`src/rtl/uart_tx_fifo.sv`:
```
// rtl/uart_tx_fifo.sv - 8N1 LSB-first UART transmitter fed by a byte FIFO
module uart_tx_fifo #(
    parameter int DELAY_FRAMES = 234,
    parameter int FIFO_AW      = 3
) (
    input  logic               clk,
    input  logic               rst_n,
    input  logic [7:0]         in_data,
    input  logic               in_valid,
    output logic               in_ready,
    output logic               uart_tx,
    output logic               busy,
    output logic [FIFO_AW:0]   fifo_count
);

    localparam int DEPTH = 2 ** FIFO_AW;
    localparam int CW    = (DELAY_FRAMES > 1) ? $clog2(DELAY_FRAMES) : 1;
    localparam logic [CW-1:0]    LAST_CNT = CW'(DELAY_FRAMES - 1);
    localparam logic [FIFO_AW:0] FULL_CNT = (FIFO_AW + 1)'(DEPTH);

    typedef enum logic [1:0] {IDLE, START, DATA, STOP} state_t;

    state_t               state;
    logic [CW-1:0]        bit_cnt;
    logic [2:0]           bit_idx;
    logic [7:0]           shift_reg;
    logic [7:0]           mem [DEPTH];
    logic [FIFO_AW-1:0]   wr_ptr;
    logic [FIFO_AW-1:0]   rd_ptr;
    logic                 bit_end;
    logic                 push;
    logic                 pop;

    assign bit_end  = (bit_cnt == LAST_CNT);
    assign in_ready = (fifo_count != FULL_CNT);
    assign push     = in_valid && in_ready;
    // A pop starts the next frame: from idle, or straight out of the last stop-bit cycle.
    assign pop      = (fifo_count != '0) && ((state == IDLE) || (state == STOP && bit_end));
    assign busy     = (state != IDLE) || (fifo_count != '0);

    always_ff @(posedge clk) begin
        if (push) begin
            mem[wr_ptr] <= in_data;
        end
    end

    always_ff @(posedge clk or negedge rst_n) begin
        if (!rst_n) begin
            wr_ptr     <= '0;
            rd_ptr     <= '0;
            fifo_count <= '0;
        end else begin
            if (push) begin
                wr_ptr <= wr_ptr + FIFO_AW'(1);
            end
            if (pop) begin
                rd_ptr <= rd_ptr + FIFO_AW'(1);
            end
            case ({push, pop})
                2'b10:   fifo_count <= fifo_count + (FIFO_AW + 1)'(1);
                2'b01:   fifo_count <= fifo_count - (FIFO_AW + 1)'(1);
                default: fifo_count <= fifo_count;
            endcase
        end
    end

    always_ff @(posedge clk or negedge rst_n) begin
        if (!rst_n) begin
            state     <= IDLE;
            uart_tx   <= 1'b1;
            bit_cnt   <= '0;
            bit_idx   <= '0;
            shift_reg <= '0;
        end else begin
            case (state)
                IDLE: begin
                    if (pop) begin
                        shift_reg <= mem[rd_ptr];
                        uart_tx   <= 1'b0;
                        bit_cnt   <= '0;
                        state     <= START;
                    end
                end
                START: begin
                    if (bit_end) begin
                        bit_cnt <= '0;
                        bit_idx <= '0;
                        uart_tx <= shift_reg[0];
                        state   <= DATA;
                    end else begin
                        bit_cnt <= bit_cnt + CW'(1);
                    end
                end
                DATA: begin
                    if (bit_end) begin
                        bit_cnt <= '0;
                        if (bit_idx == 3'd7) begin
                            uart_tx <= 1'b1;
                            state   <= STOP;
                        end else begin
                            bit_idx <= bit_idx + 3'd1;
                            uart_tx <= shift_reg[bit_idx + 3'd1];
                        end
                    end else begin
                        bit_cnt <= bit_cnt + CW'(1);
                    end
                end
                STOP: begin
                    if (bit_end) begin
                        bit_cnt <= '0;
                        if (pop) begin
                            shift_reg <= mem[rd_ptr];
                            uart_tx   <= 1'b0;
                            state     <= START;
                        end else begin
                            state <= IDLE;
                        end
                    end else begin
                        bit_cnt <= bit_cnt + CW'(1);
                    end
                end
                default: begin
                    state   <= IDLE;
                    uart_tx <= 1'b1;
                end
            endcase
        end
    end

endmodule
```
`config.mk`:
```
export PLATFORM = sky130hd
export DESIGN_NAME = uart_tx_fifo
export DESIGN_NICKNAME = d
export VERILOG_FILES = /design/src/rtl/uart_tx_fifo.sv
export SDC_FILE = /design/constraint.sdc
export NUM_CORES = 1
export LEC_CHECK = 0
export ABC_AREA = 1
export CORE_ASPECT_RATIO = 1.25
export CORE_MARGIN = 4
export CORE_UTILIZATION = 54
export CTS_BUF_LIST = sky130_fd_sc_hd__clkbuf_8 sky130_fd_sc_hd__clkbuf_16
export DETAILED_ROUTE_END_ITERATION = 7
export HOLD_SLACK_MARGIN = 0.08
export PLACE_DENSITY = 0.75
export SLEW_MARGIN = 20
export SYNTH_ARGS = -nofsm -noshare
export SYNTH_HDL_FRONTEND = slang
export SYNTH_SLANG_ARGS = --single-unit
```
`constraint.sdc`:
```
create_clock -name clk -period 2.1 [get_ports clk]
set_input_delay 0.315 -clock clk [delete_from_list [all_inputs] [get_ports clk]]
set_output_delay 0.315 -clock clk [all_outputs]
set_load 0.01 [all_outputs]
```
==> summary.md <==
| Metric | Value |
|---|---|
| Status | `finished, violations left` |
| Failing checks | `setup timing` |
| Critical path endpoint category | `flop` |
| Clock H-tree levels | `3` |
| Diode count | `0` |
| Port buffer count | `17` |
| Final Power | `6.83 mW` |
| Grt ovf | `0` |
| Routability Congestion | `~0.81` |
| Max reg flops | `64` |
| Vias per inst | `5.48` |
| Chip width | `around 90 µm` |
| Critical path peak fanout | `4` |
| RR Startpoint | `state[0]` |
| FF-to-FF End | `fifo_count[2]` |
| Vias post-DR | `~3,000` |
| WP data arrival | `about 2.4 ns` |
| Initial DRT Pass Iterations | `6` |
| First-pass GRT wire length | `roughly 14 mm` |
| Final min period | `2.10 ns` |
| PwrDens | `approximately 1400 nW/µm²` |
| Relative slew margins | `64.7%` |
| Overall routing resource usage | `around a fifth` |
| MaxCap Viol Count | `0` |
| Area of the core | `slightly below 8000 µm²` |
| Fraction of registers with async set/reset | `between 30 and 40%` |
| Final Hold Fails | `0` |
| Worst R2R Path Depth | `15` |
| Drt wl/cell | `about 16 µm` |
| Fill count | `roughly 600` |
| Final setup viols | `1` |
| Initial Util | `about 56%` |
| Die H | `between 100 and 150 µm` |
| Cell area after layout | `5050 µm²` |
| Die area | `approximately 9500 µm²` |
| WL final | `8.81 mm` |
| Clk sinks | `96` |
| Max clock buf depth | `2` |
| Max rail drop VDD | `approximately 0.00069 V` |
| Total CTS buffers | `9` |
| Startpoint Class | `flop` |
| Setup Crit Path Kind | `reg2reg` |
| Initial antenna violation count | `0` |
| Synth top area share | `between 40% and 50%` |
| R2R setup slack | `-0.003 ns` |
| Lkg Pwr | `around 2 nW` |
| Cell count after synthesis | `~400` |
| Area of the multi-input gates | `1530 µm²` |
| Antenna viol nets, final | `0` |
| NumNets Final | `472` |
| Clock Latency Late Sink | `between 0.3 and 0.4 ns` |
| Mapped Area | `4340 µm²` |
| Register area | `2720 µm²` |
| Layout cell share with drive strength beyond 1 | `between 10% and 20%` |
| Ranking of synthesized cells by area | `edfxtp_1 44%, dfrtp_1 18%, nand2_1 5.7%, nor2_1 5.5%, o21ai_0 4.8%` |
| Initial DRC count | `~190` |
| Detailed Place HPWL | `about 5.6 mm` |
| Fin crit share | `100%` |
| Post-synth top area cell | `edfxtp_1` |
| Largest net degree at the start of global routing | `35` |
| Max-slew violation count | `0` |
| Hold WC Path Type | `in2async` |
| DRC viols | `0` |
| Clock input transition at the sequential cells of the worst setup and hold paths | `~0.090 ns` |
| Post-Layout Cell Count | `roughly 550` |
| Flop and latch count out of synthesis | `96` |
| Hold Slack | `0.349 ns` |
| Ports | `18` |
| Cell row count | `36` |
| Final worst slack | `-0.00346 ns` |
| Primary FF master, synth | `edfxtp_1` |
| Vias in the first global route | `2,998` |
| Yosys warnings | `0` |
| CTS tree | `done` |
| Worst-Margin Slew | `roughly 0.53 ns` |
| Fmax | `475 MHz` |
| CTS Root Cell | `clkbuf_8` |
| Share of the yosys chip area belonging to registers | `62.8%` |
| Syn Area/Cell | `10.7 µm²` |
| RSZ-0062 raised after global routing | `true` |
| Placed cell areas | `between 4000 and 5000 µm²` |
| Req. time, crit path | `between 2 and 2.5 ns` |
| Syn Nets | `428` |
| Area delta synth->final | `16.5%` |
| Number of enable flip-flop cells after synthesis | `64` |
| Yosys cell types | `37` |
| Placed Cells | `525` |
| Skew final | `0.0124 ns` |
-- cell type report --
type                       instances  share of cell area [%]
multi-input combinational        266                    30.2
inverter                          31                    2.35
clock inverter                     6                   0.792
timing repair buffer              44                    7.43
sequential                        96                    53.9
tap                               95                    2.35
clock buffer                      10                    2.95
-- synthesized netlist by cell type, types with 4 or more instances --
master and count:
o211ai_1 16, nand2_1 66, o21ai_0 42, a21oi_1 4
edfxtp_1 64, inv_1 27, xor2_1 6, nand4_1 10
nand2_2 4, dfrtp_1 31, nand3_1 15, nor2_1 63
o22ai_1 4, buf_2 6, ha_1 13
-- stage by stage --
stage	setup TNS [ns]	setup WS, ns	utilization [%]
2_1_floorplan	0	0.0227	-
3_3_place_gp	0	0.0520	60.7
3_5_place_dp	-0.0921	-0.0921	60.7
4_1_cts	0	0.0110	63.9
5_1_grt	-0.155	-0.0816	64.9
6_report	-0.00346	-0.00346	64.9
-- where the power goes --
group          internal, mW  total [mW]  switching [mW]
combinational          1.18        2.95            1.78
clock                 0.505        1.13           0.626
sequential             2.45        2.75           0.305
total                  4.13        6.83            2.71
-- cell usage in the layout (no fill, tap or decap), drive strengths merged, types with 2 or more instances in the layout --
master	n
clkdlybuf4s50	16
nand4	10
inv	33
xor2	6
o211ai	16
nor2	67
xnor2	2
ha	13
clkinv	4
clkbuf	10
nor3	3
o21ai	44
nand3	16
buf	27
edfxtp	64
dfrtp	31
a21oi	6
o22ai	4
o31ai	2
nand2	74
-- worst max-delay path, cell delays in order (launching register included) --
cell and delay (ns):
dfrtp_1 0.43, inv_2 0.11, ha_4 0.17, nor2_4 0.04, a21oi_4 0.18, nand2_8 0.08
inv_4 0.07, ha_4 0.15, nand2_2 0.07, inv_2 0.08, nor2_2 0.04, ha_2 0.19
a21oi_4 0.13, a21oi_2 0.07, o21ai_1 0.10, o21a_1 0.15
-- worst max-delay path by stage --
stage                          start            end  slack (ns)  depth (start not counted)
after floorplan           bit_cnt[0]  fifo_count[2]        0.02                         16
after global placement      state[0]  fifo_count[2]        0.05                         15
after detailed placement    state[0]  fifo_count[2]       -0.09                         15
after CTS                   state[0]  fifo_count[2]        0.01                         15
after global routing        state[0]  fifo_count[2]       -0.08                         15
final                       state[0]  fifo_count[2]      -0.003                         15
-- kinds of logic after synthesis --
family	Yosys count	share of synthesized area, %
xor gates and xnor gates	8	1.62
DFF	96	62.8
and+or+nand+nor	171	17.7
AOI/OAI and AO/OA	74	10.1
buffers and inverters	42	4.04
adders and majority gates	13	3.75
-- timing repair --
item                       4_1_cts  5_1_grt
gates resized for setup          7       15
cloned                           0        0
hold buffers                     0        0
hold endpoints to repair         0        0
setup buffers                    4        3
pin swaps                        3        7
setup endpoints to repair        1        2
-- layer usage --
metal  routed length, µm  track usage, %  part of all wire (%)  vias up
li1                    -               -                     -     1482
met1                3700            23.7                    42     1439
met2                4590            34.1                    52       58
met3                 246            3.51                   2.8       25
met4                 278            9.94                   3.2        0
met5                   0               0                     0        -
Note: power is estimated with default switching activity, not from simulation.
